$ cat src/rtl/key_conditioner_pkg.sv
// Shared constants for the key conditioner: channel FSM encoding and debounce defaults.
package key_conditioner_pkg;

    localparam int unsigned DEBOUNCE_DEFAULT = 1000000;
    localparam int unsigned CNT_W            = 20;
    localparam logic [CNT_W-1:0] CNT_MAX     = '1;

    localparam logic [1:0] ST_IDLE            = 2'd0;
    localparam logic [1:0] ST_CONFIRM_PRESS   = 2'd1;
    localparam logic [1:0] ST_HELD            = 2'd2;
    localparam logic [1:0] ST_CONFIRM_RELEASE = 2'd3;

endpackage

$ cat src/rtl/key_conditioner_if.sv
// Raw push-button lines and conditioned strobes of the key conditioner.
interface key_conditioner_if;

    logic key_start_n;
    logic key_si1_n;
    logic key_si0_n;
    logic start_pulse;
    logic bit_valid;
    logic bit_value;
    logic conflict;
    logic keys_idle;

    modport master (
        output key_start_n, key_si1_n, key_si0_n,
        input  start_pulse, bit_valid, bit_value, conflict, keys_idle
    );

    modport slave (
        input  key_start_n, key_si1_n, key_si0_n,
        output start_pulse, bit_valid, bit_value, conflict, keys_idle
    );

endinterface

$ cat src/rtl/key_debounce_ch.sv
// One debounced push-button channel: reset-release sync, input sync, 4-state FSM,
// saturating confirm counter and a registered single-cycle press pulse.
//
// state              | meaning
// -------------------+------------------------------------------------------
// ST_IDLE            | key released and stable
// ST_CONFIRM_PRESS   | key reads pressed, counting stable pressed cycles
// ST_HELD            | press accepted (pulse issued), waiting for release
// ST_CONFIRM_RELEASE | key reads released, counting stable released cycles
module key_debounce_ch
    import key_conditioner_pkg::*;
#(
    parameter int unsigned DEBOUNCE_CYCLES = DEBOUNCE_DEFAULT
) (
    input  logic clk,
    input  logic rst_n,
    input  logic key_n,
    output logic pulse,
    output logic idle
);

    // The compare fires on the edge where the count would reach DEBOUNCE_CYCLES-1.
    localparam logic [CNT_W-1:0] TC = CNT_W'(DEBOUNCE_CYCLES - 2);

    logic [1:0]       rst_pipe;
    logic             rst_int_n;
    logic [1:0]       key_sync;
    logic             pressed;
    logic [1:0]       state;
    logic [CNT_W-1:0] cnt;
    logic [CNT_W-1:0] cnt_inc;

    always_ff @(posedge clk or negedge rst_n) begin
        if (!rst_n) rst_pipe <= 2'b00;
        else        rst_pipe <= {rst_pipe[0], 1'b1};
    end

    assign rst_int_n = rst_pipe[1];

    always_ff @(posedge clk or negedge rst_int_n) begin
        if (!rst_int_n) key_sync <= 2'b11;
        else            key_sync <= {key_sync[0], key_n};
    end

    assign pressed = ~key_sync[1];
    assign cnt_inc = (cnt == CNT_MAX) ? cnt : cnt + CNT_W'(1);
    assign idle    = (state == ST_IDLE);

    always_ff @(posedge clk or negedge rst_int_n) begin
        if (!rst_int_n) begin
            state <= ST_IDLE;
            cnt   <= '0;
            pulse <= 1'b0;
        end else begin
            pulse <= 1'b0;
            case (state)
                ST_IDLE: begin
                    if (pressed) begin
                        state <= ST_CONFIRM_PRESS;
                        cnt   <= '0;
                    end
                end
                ST_CONFIRM_PRESS: begin
                    if (!pressed) begin
                        state <= ST_IDLE;
                    end else if (cnt == TC) begin
                        state <= ST_HELD;
                        pulse <= 1'b1;
                    end else begin
                        cnt <= cnt_inc;
                    end
                end
                ST_HELD: begin
                    if (!pressed) begin
                        state <= ST_CONFIRM_RELEASE;
                        cnt   <= '0;
                    end
                end
                default: begin
                    if (pressed) begin
                        state <= ST_HELD;
                    end else if (cnt == TC) begin
                        state <= ST_IDLE;
                    end else begin
                        cnt <= cnt_inc;
                    end
                end
            endcase
        end
    end

endmodule

$ cat src/rtl/key_conditioner.sv
// Three debounced key channels combined into start / data-bit / conflict strobes.
module key_conditioner
    import key_conditioner_pkg::*;
#(
    parameter int unsigned DEBOUNCE_CYCLES = DEBOUNCE_DEFAULT
) (
    input  logic clk,
    input  logic rst_n,
    key_conditioner_if.slave kif
);

    logic p_start, p_si1, p_si0;
    logic i_start, i_si1, i_si0;
    logic bit_value_q;
    logic bit_value_c;

    key_debounce_ch #(.DEBOUNCE_CYCLES(DEBOUNCE_CYCLES)) u_start (
        .clk(clk), .rst_n(rst_n), .key_n(kif.key_start_n), .pulse(p_start), .idle(i_start)
    );

    key_debounce_ch #(.DEBOUNCE_CYCLES(DEBOUNCE_CYCLES)) u_si1 (
        .clk(clk), .rst_n(rst_n), .key_n(kif.key_si1_n), .pulse(p_si1), .idle(i_si1)
    );

    key_debounce_ch #(.DEBOUNCE_CYCLES(DEBOUNCE_CYCLES)) u_si0 (
        .clk(clk), .rst_n(rst_n), .key_n(kif.key_si0_n), .pulse(p_si0), .idle(i_si0)
    );

    // bit_value is presented in the same cycle as bit_valid and held otherwise.
    assign bit_value_c = (p_si1 ^ p_si0) ? p_si1 : bit_value_q;

    always_ff @(posedge clk or negedge rst_n) begin
        if (!rst_n) bit_value_q <= 1'b0;
        else        bit_value_q <= bit_value_c;
    end

    assign kif.start_pulse = p_start;
    assign kif.bit_valid   = p_si1 ^ p_si0;
    assign kif.conflict    = p_si1 & p_si0;
    assign kif.bit_value   = bit_value_c;
    assign kif.keys_idle   = i_start & i_si1 & i_si0;

endmodule
$ cat src/flat_wrapper.sv
// flat-port wrapper written by rule: the top's interface ports become plain ports
module key_conditioner_flat import key_conditioner_pkg::*;
#(
    parameter int unsigned DEBOUNCE_CYCLES = DEBOUNCE_DEFAULT
)
  (clk, rst_n, kif_key_start_n, kif_key_si1_n, kif_key_si0_n, kif_start_pulse, kif_bit_valid, kif_bit_value, kif_conflict, kif_keys_idle);
  key_conditioner_if kif_i ();
  input  logic clk;
  input  logic rst_n;
  input wire logic [$bits(kif_i.key_start_n)-1:0] kif_key_start_n;
  input wire logic [$bits(kif_i.key_si1_n)-1:0] kif_key_si1_n;
  input wire logic [$bits(kif_i.key_si0_n)-1:0] kif_key_si0_n;
  output wire logic [$bits(kif_i.start_pulse)-1:0] kif_start_pulse;
  output wire logic [$bits(kif_i.bit_valid)-1:0] kif_bit_valid;
  output wire logic [$bits(kif_i.bit_value)-1:0] kif_bit_value;
  output wire logic [$bits(kif_i.conflict)-1:0] kif_conflict;
  output wire logic [$bits(kif_i.keys_idle)-1:0] kif_keys_idle;
  assign kif_i.key_start_n = kif_key_start_n;
  assign kif_i.key_si1_n = kif_key_si1_n;
  assign kif_i.key_si0_n = kif_key_si0_n;
  assign kif_start_pulse = kif_i.start_pulse;
  assign kif_bit_valid = kif_i.bit_valid;
  assign kif_bit_value = kif_i.bit_value;
  assign kif_conflict = kif_i.conflict;
  assign kif_keys_idle = kif_i.keys_idle;
  key_conditioner #(.DEBOUNCE_CYCLES(DEBOUNCE_CYCLES)) u_core (.clk(clk), .rst_n(rst_n), .kif(kif_i));
endmodule
$ cat config.mk
export PLATFORM = sky130hd
export DESIGN_NAME = key_conditioner_flat
export DESIGN_NICKNAME = d
export VERILOG_FILES = /design/src/rtl/key_conditioner_pkg.sv /design/src/rtl/key_conditioner_if.sv /design/src/rtl/key_debounce_ch.sv /design/src/rtl/key_conditioner.sv /design/src/flat_wrapper.sv
export SDC_FILE = /design/constraint.sdc
export NUM_CORES = 1
export LEC_CHECK = 0
export BUFFER_PORTS_ARGS = -buffer_cell sky130_fd_sc_hd__buf_2
export CAP_MARGIN = 5
export CORE_ASPECT_RATIO = 1.4
export CORE_UTILIZATION = 30
export CTS_CLUSTER_DIAMETER = 50
export DETAILED_ROUTE_END_ITERATION = 7
export GPL_TIMING_DRIVEN = 0
export MAX_ROUTING_LAYER = met4
export SKIP_LAST_GASP = 1
export SYNTH_ARGS = -nofsm -noshare
export SYNTH_HDL_FRONTEND = slang
export SYNTH_SLANG_ARGS = --single-unit
export TNS_END_PERCENT = 100
$ cat constraint.sdc
create_clock -name clk -period 3.01 [get_ports clk]
set_input_delay 0.1505 -clock clk [delete_from_list [all_inputs] [get_ports clk]]
set_output_delay 0.1505 -clock clk [all_outputs]
set_load 0.05 [all_outputs]
==> results.sh, run 1 <==
export IMPL_wirelength_um=12400
export IMPL_rows=54
export IMPL_avgSynthCellArea_sq_um=8.82
export IMPL_io_buffers=9
export IMPL_cp_required_ns=3.26
export IMPL_final_fill_count=1575
export IMPL_clkTransAtPathRegs_ns=0.06
export IMPL_grt_pass1_vias=4298
export IMPL_synth_area_top_cells="dfrtp_1, a31oi_1, ha_1"
export IMPL_setup_ws_ns=0.224
export IMPL_core_area_sq_mm=0.0155
export IMPL_grt_use_total=0.164
export IMPL_finalSetupViolations=0
export IMPL_num_vias=4515
export IMPL_viasPerCell=5.91
export IMPL_leakage_nw=2.20
export IMPL_fp_dieH_um=151
export IMPL_gp_congestion=0.890
export IMPL_finalSetupTns_ns=0
export IMPL_grt_max_degree=63
export IMPL_die_area_sq_mm=0.0163
export IMPL_worstSetupPathType="reg2reg"
export IMPL_wire_per_inst_um=16.3
export IMPL_yosys_most_used_dff="dfrtp_1"
export IMPL_io_pins=10
export IMPL_max_freq_mhz=359
export IMPL_drive_gt1_frac=0.0915
export IMPL_ir_drop_v=0.000318
export IMPL_grt_ovfl_total=0
export IMPL_min_period_ns=2.79
export IMPL_power_density_mw_per_mm2=740
export IMPL_relSlewSlack=0.203
export IMPL_synth_top_area_share=0.380
export IMPL_dpl_worst_slack_ns=0.143
export IMPL_die_x_um=108
export IMPL_syn_inst=538
export IMPL_cp_max_fo=10
export IMPL_diodes=0
export IMPL_rsz0062_at_grt="false"
export IMPL_place_area_sq_mm=0.00507
export IMPL_synth_edf_count=0
export IMPL_cp_start_kind="flip-flop"
export IMPL_worst_r2r_cell_count=7
export IMPL_power_mw=4.04
export IMPL_hold_path_class="in2async"
export IMPL_firstDrtPassIters=5
export IMPL_skew_ns=0.0153
export IMPL_hold_slack_ns=0.130
export IMPL_cts_max_path_buffers=2
export IMPL_status="finished clean"
export IMPL_clk_latency_ns=0.34
export IMPL_worstPathArrival_ns=3.04
export IMPL_final_max_slew_viol_count=0
export IMPL_area_growth_pct=14.9
export IMPL_grt_pass1_wl_um=20700
export IMPL_drc=0
export IMPL_ys_warn_count=0
export IMPL_yosysTopAreaCell="dfrtp_1"
export IMPL_end_kind="flip-flop"
export IMPL_min_period_over_period=0.926
export IMPL_initial_core_util=0.305
export IMPL_numCtsBuffers=9
export IMPL_synth_seq_cells=78
export IMPL_nNetsFinal=584
export IMPL_cts_root_buf="clkbuf_16"
export IMPL_drv_cap=0
export IMPL_synthArstFlopShare=1.00
export IMPL_worst_pin_slew_ns=1.19
export IMPL_final_area_sq_mm=0.00546
export IMPL_yosysMostFrequentCell="dfrtp_1"
export IMPL_cts_tree="yes"
export IMPL_hold_violations=0
export IMPL_netlist_area_sq_mm=0.00475
export IMPL_seq_area_frac_synth=0.413
export IMPL_synth_common_cells="dfrtp_1, nand2_1, nor2_1, a31oi_1, o21ai_0"
export IMPL_dpl_hpwl_um=8480
export IMPL_drt_initial_drc_count=318
export IMPL_htree_levels=3
export IMPL_clock_sinks=78
export IMPL_syn_nets=559
export IMPL_antenna_found_initial=0
export IMPL_route_antenna_remaining_nets=0
export IMPL_ys_types=62
-- critical path, stage by stage (launching register included) --
cell and delay, ns:
dfrtp_1 0.42, ha_1 0.23, nand3_1 0.25, or4_1 0.62
a21oi_1 0.34, a21oi_1 0.26, clkbuf_1 0.33, a31oi_1 0.25
-- registers in the layout, indices dropped and copies added (netlist names), 2 cells and up, named ones only --
signal / count
u_core.u_si1.key_sync: 2
u_core.u_start.key_sync: 2
u_core.u_start.cnt: 20
u_core.u_si0.cnt: 20
u_core.u_si1.cnt: 20
u_core.u_si0.key_sync: 2
-- kinds of logic after synthesis --
| family | after synthesis | synth area share |
|---|---|---|
| DFF | 78 | 0.413 |
| other | 1 | 0.000790 |
| buffers and inverters | 46 | 0.0401 |
| AOI/OAI and AO/OA | 164 | 0.230 |
| adders and majority gates | 16 | 0.0422 |
| muxes | 10 | 0.0227 |
| and+or+nand+nor | 223 | 0.251 |
-- layout make-up --
cell class                 count  area, sq um  share of cell area
tap                          196          245              0.0449
buffer                        22          100              0.0183
multi-input combinational    414         2600               0.476
clock buffer                   9          225              0.0413
inverter                      24         90.1              0.0165
timing repair buffer          14          113              0.0206
sequential                    78         1960               0.360
clock inverter                 7          120              0.0220
-- path summary, 6_finish.rpt --
| kind | startpoint | endpoint | slack [ns] |
|---|---|---|---|
| setup / recovery | u_core.u_start.cnt[1]$_DFFE_PN0P_ | u_core.u_start.cnt[10]$_DFFE_PN0P_ | 0.22 |
| hold / removal | rst_n | u_core.bit_value_q$_DFF_PN0_ | 0.13 |
| setup reg to reg | u_core.u_start.cnt[1]$_DFFE_PN0P_ | u_core.u_start.cnt[10]$_DFFE_PN0P_ | 0.22 |
| hold reg to reg | u_core.u_si0.rst_pipe[1]$_DFF_PN0_ | u_core.u_si1.cnt[19]$_DFFE_PN0P_ | 0.17 |
| max in group asynchronous | u_core.u_si0.rst_pipe[1]$_DFF_PN0_ | u_core.u_si1.key_sync[0]$_DFF_PN1_ | 2.21 |
| min in group clk | u_core.u_start.key_sync[0]$_DFF_PN1_ | u_core.u_start.key_sync[1]$_DFF_PN1_ | 0.35 |
-- placed cells by master, fill, tap and decap left out, drive strengths merged, types with 3 or more instances in the layout --
master and instances:
clkbuf 25, or3 4, mux2 6, nor4 7, or2 3, nor3 13
buf 16, and2 4, or4 9, nand2b 3, and4 14, o311ai 3
and3 11, inv 26, mux2i 4, o21ai 36, dfrtp 72, a211oi 4
bufinv 3, ha 16, o41ai 3, dlygate4sd3 4, dfstp 6, nor3b 3
a31oi 34, a2bb2oi 4, nand4 21, nand3 28, a21oi 29, o211ai 6
o31ai 21, nor2 41, nand2 51
-- stage by stage --
stage                     utilization  cells
after floorplan                     -    538
after global placement          0.324    743
after detailed placement        0.326    744
after CTS                       0.351    764
after global routing            0.351    764
final                           0.351    764
-- per-layer routing --
layer	track usage	part of all wire	up-vias
met5	-	0	-
met4	0.0804	0.026	0
met3	0.0245	0.060	37
met2	0.271	0.49	214
met1	0.193	0.42	2138
li1	-	-	2126
-- where the power goes --
group / switching (mW) / total (mW) / internal, mW
sequential: 0.125 / 1.28 / 1.15
clock: 0.458 / 1.27 / 0.815
combinational: 1.02 / 1.49 / 0.465
-- timing repair --
action                                  CTS  global route
endpoints found under the setup margin    0             7
hold buffers                              4             0
resized for setup                         0             1
buffers inserted                          0             0
endpoints found under the hold margin     6             0
Power figures use the tool's default switching activity.
==> run 2: changes to the inputs <==
CELL_PAD_IN_SITES_DETAIL_PLACEMENT = 2   (was default)
CELL_PAD_IN_SITES_GLOBAL_PLACEMENT = 2   (was default)
PLACE_DENSITY_LB_ADDON = 0.1   (was default)
==> results.sh, run 2 (synthesis results as in run 1) <==
export IMPL_seq_power_share=0.331
export IMPL_gp_congestion=0.800
export IMPL_min_period_over_period=0.927
export IMPL_grt_use_total=0.211
export IMPL_grt_ovfl_total=0
export IMPL_layout_common_cells="dfrtp_1, nand2_1, nor2_1, a31oi_1, o21ai_0"
export IMPL_cp_start_kind="flip-flop"
export IMPL_cp_required_ns=3.26
export IMPL_final_cells=763
export IMPL_wire_per_inst_um=20.7
export IMPL_drv_cap=0
export IMPL_grt_max_degree=39
export IMPL_p_comb_frac=0.404
export IMPL_num_vias=4509
export IMPL_end_kind="flip-flop"
export IMPL_cts_tree="yes"
export IMPL_numCtsBuffers=9
export IMPL_finalSetupViolations=0
export IMPL_crit_end="u_core.u_start.cnt[8]$_DFFE_PN0P_"
export IMPL_drive_gt1_frac=0.0917
export IMPL_leakage_nw=2.16
export IMPL_firstDrtPassIters=4
export IMPL_r2r_slack_ns=0.22
export IMPL_htree_levels=3
export IMPL_min_period_ns=2.79
export IMPL_power_density_mw_per_mm2=725
export IMPL_worstSetupPathType="reg2reg"
export IMPL_io_buffers=9
export IMPL_layout_commonest_cell="dfrtp_1"
export IMPL_nNetsFinal=584
export IMPL_finalSetupTns_ns=0
export IMPL_rsz0062_at_grt="false"
export IMPL_initial_core_util=0.305
export IMPL_hold_violations=0
export IMPL_switching_power_mw=1.68
export IMPL_route_antenna_remaining_nets=0
export IMPL_dpl_hpwl_um=11500
export IMPL_drt_initial_drc_count=162
export IMPL_drc=0
export IMPL_max_freq_mhz=358
export IMPL_core_area_sq_mm=0.0155
export IMPL_hold_path_class="in2async"
export IMPL_rows=54
export IMPL_clock_sinks=78
export IMPL_clkTransAtPathRegs_ns=0.06
export IMPL_diodes=0
export IMPL_dpl_worst_slack_ns=-0.113
export IMPL_final_fill_count=1785
export IMPL_cp_max_fo=10
export IMPL_status="finished clean"
export IMPL_final_max_slew_viol_count=0
export IMPL_worst_pin_slew_ns=1.13
export IMPL_post_cts_setup_buffers=0
export IMPL_die_area_sq_mm=0.0163
export IMPL_area_growth_pct=13.6
export IMPL_skew_ns=0.0110
export IMPL_ir_drop_v=0.000299
export IMPL_sw_frac_of_total=0.430
export IMPL_r2r_start="u_core.u_start.cnt[1]$_DFFE_PN0P_"
export IMPL_antenna_found_initial=0
export IMPL_reg_largest_list="u_core.u_si0.cnt: 20 flops, u_core.u_si1.cnt: 20 flops, u_core.u_start.cnt: 20 flops"
export IMPL_place_inst=744
export IMPL_crit_start="u_core.u_start.cnt[1]$_DFFE_PN0P_"
export IMPL_wirelength_um=15800
export IMPL_die_x_um=108
export IMPL_reg2reg_to="u_core.u_start.cnt[8]$_DFFE_PN0P_"
export IMPL_grt_pass1_vias=4929
export IMPL_setup_ws_ns=0.219
export IMPL_cts_root_buf="clkbuf_16"
export IMPL_io_pins=10
export IMPL_relSlewSlack=0.237
export IMPL_power_mw=3.91
export IMPL_viasPerCell=5.91
export IMPL_fp_dieH_um=151
export IMPL_clk_latency_ns=0.35
export IMPL_worstPathArrival_ns=3.04
export IMPL_grt_pass1_wl_um=26000
export IMPL_internal_power_mw=2.23
export IMPL_clock_power_share=0.265
export IMPL_worst_r2r_cell_count=7
export IMPL_cts_max_path_buffers=2
[run 2: cell count changes in the layout (fill, tap and decap cells not counted), moves of 2 or more]
cell / before / now
clkbuf_1: 16 / 18
clkbuf_8: 0 / 2
bufinv_16: 3 / 0
inv_6: 2 / 0
[run 2: worst min path at each step]
stage | start | end | slack, ns | cells past startpoint
final | rst_n | u_core.u_si0.rst_pipe[1]$_DFF_PN0_ | 0.12 | 2
after global routing | rst_n | u_core.u_si0.rst_pipe[1]$_DFF_PN0_ | 0.14 | 2
after CTS | rst_n | u_core.u_si0.rst_pipe[1]$_DFF_PN0_ | 0.12 | 2
after detailed placement | rst_n | u_core.bit_value_q$_DFF_PN0_ | -0.04 | 1
after global placement | rst_n | u_core.bit_value_q$_DFF_PN0_ | -0.05 | 1
after floorplan | rst_n | u_core.bit_value_q$_DFF_PN0_ | -0.15 | 0
[run 2: worst max-delay path: stages (launching register included)]
cell,delay [ns]
dfrtp_1,0.43
ha_1,0.24
nand3_1,0.28
or4_1,0.66
a21oi_2,0.28
a21oi_1,0.24
clkbuf_1,0.33
a31oi_1,0.24
[run 2: what timing repair did]
item,CTS,global route
endpoints found under the setup margin,6,13
hold endpoints to repair,6,0
hold buffers,4,0
gates resized for setup,1,4
[run 2: area by class of cell]
class	instances	area, sq um	area share
clock buffer	13	260	0.0483
sequential	78	1960	0.364
timing repair buffer	14	105	0.0195
tap	196	245	0.0455
inverter	24	90.1	0.0167
multi-input combinational	414	2620	0.486
buffer	22	100	0.0186
clock inverter	2	10.0	0.00186
[run 2: routing by layer]
layer | global-route usage | up-vias | share of wire
met1 | 0.245 | 2343 | 0.44
met5 | - | - | 0
met2 | 0.377 | 38 | 0.53
li1 | - | 2115 | -
met3 | 0.0297 | 13 | 0.016
met4 | 0.0608 | 0 | 0.012
[run 2: power groups by stage]
| stage | combinational (mW) | clock [mW] | sequential, mW |
|---|---|---|---|
| 2_1_floorplan | 1.05 | 0 | 1.27 |
| 3_3_place_gp | 1.52 | 0 | 1.31 |
| 3_5_place_dp | 1.58 | 0 | 1.31 |
| 4_1_cts | 1.59 | 1.07 | 1.30 |
| 5_1_grt | 1.76 | 1.12 | 1.32 |
| 6_report | 1.58 | 1.04 | 1.29 |
[run 2: through the flow]
step | hold WS (ns) | utilization | cell area [sq um]
after floorplan | -0.145 | - | 4750
after global placement | -0.0507 | 0.324 | 5040
after detailed placement | -0.0448 | 0.326 | 5060
after CTS | 0.120 | 0.346 | 5370
after global routing | 0.139 | 0.347 | 5390
final | 0.125 | 0.347 | 5390
==> run 3: changes to the inputs <==
PLACE_DENSITY = 0.6   (was default)
PLACE_DENSITY_LB_ADDON = default   (was 0.1)
==> results.sh, run 3 (synthesis results as in run 1) <==
export IMPL_status="finished clean"
export IMPL_layout_commonest_cell="dfrtp_1"
export IMPL_dpl_hpwl_um=11900
export IMPL_reg_largest_list="u_core.u_si0.cnt: 20 flops, u_core.u_si1.cnt: 20 flops, u_core.u_start.cnt: 20 flops"
export IMPL_grt_max_degree=61
export IMPL_skew_ns=0.00666
export IMPL_area_growth_pct=14.0
export IMPL_clkTransAtPathRegs_ns=0.06
export IMPL_power_density_mw_per_mm2=731
export IMPL_cp_start_kind="flip-flop"
export IMPL_num_vias=4542
export IMPL_cts_max_path_buffers=2
export IMPL_firstDrtPassIters=4
export IMPL_leakage_nw=2.16
export IMPL_drive_gt1_frac=0.0951
export IMPL_core_area_sq_mm=0.0155
export IMPL_worst_pin_slew_ns=1.23
export IMPL_numCtsBuffers=9
export IMPL_cts_root_buf="clkbuf_16"
export IMPL_min_period_ns=2.83
export IMPL_setup_ws_ns=0.182
export IMPL_cp_required_ns=3.23
export IMPL_post_cts_setup_buffers=0
export IMPL_max_freq_mhz=354
export IMPL_cts_tree="yes"
export IMPL_dpl_worst_slack_ns=-0.141
export IMPL_wire_per_inst_um=21.7
export IMPL_nNetsFinal=584
export IMPL_finalSetupViolations=0
export IMPL_drv_cap=0
export IMPL_drc=0
export IMPL_rows=54
export IMPL_final_max_slew_viol_count=0
export IMPL_route_antenna_remaining_nets=0
export IMPL_viasPerCell=5.95
export IMPL_grt_use_total=0.225
export IMPL_cp_max_fo=10
export IMPL_grt_pass1_wl_um=27100
export IMPL_rsz0062_at_grt="false"
export IMPL_gp_congestion=0.774
export IMPL_grt_ovfl_total=0
export IMPL_antenna_found_initial=0
export IMPL_ir_drop_v=0.000300
export IMPL_min_period_over_period=0.940
export IMPL_layout_common_cells="dfrtp_1, nand2_1, nor2_1, a31oi_1, o21ai_0"
export IMPL_htree_levels=3
export IMPL_drt_initial_drc_count=196
export IMPL_worstPathArrival_ns=3.05
export IMPL_io_buffers=9
export IMPL_initial_core_util=0.305
export IMPL_hold_violations=0
export IMPL_fp_dieH_um=151
export IMPL_end_kind="flip-flop"
export IMPL_die_area_sq_mm=0.0163
export IMPL_clock_sinks=78
export IMPL_grt_pass1_vias=4940
export IMPL_worstSetupPathType="reg2reg"
export IMPL_relSlewSlack=0.174
export IMPL_wirelength_um=16600
export IMPL_diodes=0
export IMPL_die_x_um=108
export IMPL_io_pins=10
export IMPL_hold_path_class="in2async"
export IMPL_place_inst=744
export IMPL_clk_latency_ns=0.35
export IMPL_final_cells=764
==> run 3: area by class of cell <==
| type | count | area (sq um) |
|---|---|---|
| plain buffers | 22 | 101 |
| well taps | 196 | 245 |
| inverters | 24 | 90.1 |
| fillers | 1753 | 10100 |
| clock buffers | 12 | 246 |
| flip-flops and latches | 78 | 1960 |
| multi-input cells | 414 | 2630 |
| repair buffers | 14 | 113 |
| clock inverters | 4 | 25.0 |
==> run 3: repair_timing <==
action                                  in CTS  in global routing
pin swaps                                    0                  1
gates cloned                                 0                  0
hold buffers                                 4                  0
resized for setup                            3                  5
hold endpoints to repair                     6                  0
endpoints found under the setup margin      14                 14
==> run 3: critical path, stage by stage, from the launching register on <==
cell and delay (ns):
dfrtp_1 0.45, ha_1 0.23, nand3_1 0.28, or4_1 0.57, clkbuf_1 0.19, a211oi_4 0.56, buf_6 0.25, o31ai_1 0.09
o41ai_1 0.08
==> run 3: per-stage QoR <==
stage	power (mW)	hold WS [ns]	utilization	area [sq um]	TNS [ns]
after detailed placement	2.91	-0.0488	0.326	5070	-0.423
after CTS	4.02	0.117	0.347	5390	0
after global placement	2.84	-0.0523	0.324	5040	-41.45
final	3.96	0.124	0.348	5410	0
after floorplan	2.32	-0.145	-	4750	0
after global routing	4.24	0.131	0.348	5410	0
==> run 3: layer usage <==
metal	up-vias	global-route usage	wire, um
met5	-	-	0
met4	0	0.0885	262
met3	16	0.0237	174
met2	33	0.399	8830
met1	2375	0.257	7330
li1	2118	-	-
==> run 3: final timing paths <==
kind                                                    start                            endpoint  slack [ns]  cells after the start
min reg2reg                u_core.u_si0.rst_pipe[1]$_DFF_PN0_        u_core.u_si1.pulse$_DFF_PN0_        0.20                      0
max in group asynchronous  u_core.u_si0.rst_pipe[1]$_DFF_PN0_  u_core.u_si0.key_sync[0]$_DFF_PN1_        2.17                      1
min                                                     rst_n        u_core.bit_value_q$_DFF_PN0_        0.12                      2
max                           u_core.u_si1.cnt[0]$_DFFE_PN0P_    u_core.u_si1.cnt[10]$_DFFE_PN0P_        0.18                      8
min in group clk           u_core.u_si0.key_sync[0]$_DFF_PN1_  u_core.u_si0.key_sync[1]$_DFF_PN1_        0.36                      0
max reg2reg                   u_core.u_si1.cnt[0]$_DFFE_PN0P_    u_core.u_si1.cnt[10]$_DFFE_PN0P_        0.18                      8
==> run 3: power breakdown <==
part	total [mW]	switching, mW	internal (mW)	leakage, nW
Combinational	1.61	1.14	0.477	0.991
Sequential	1.29	0.136	1.15	1.04
Clock	1.05	0.473	0.580	0.129
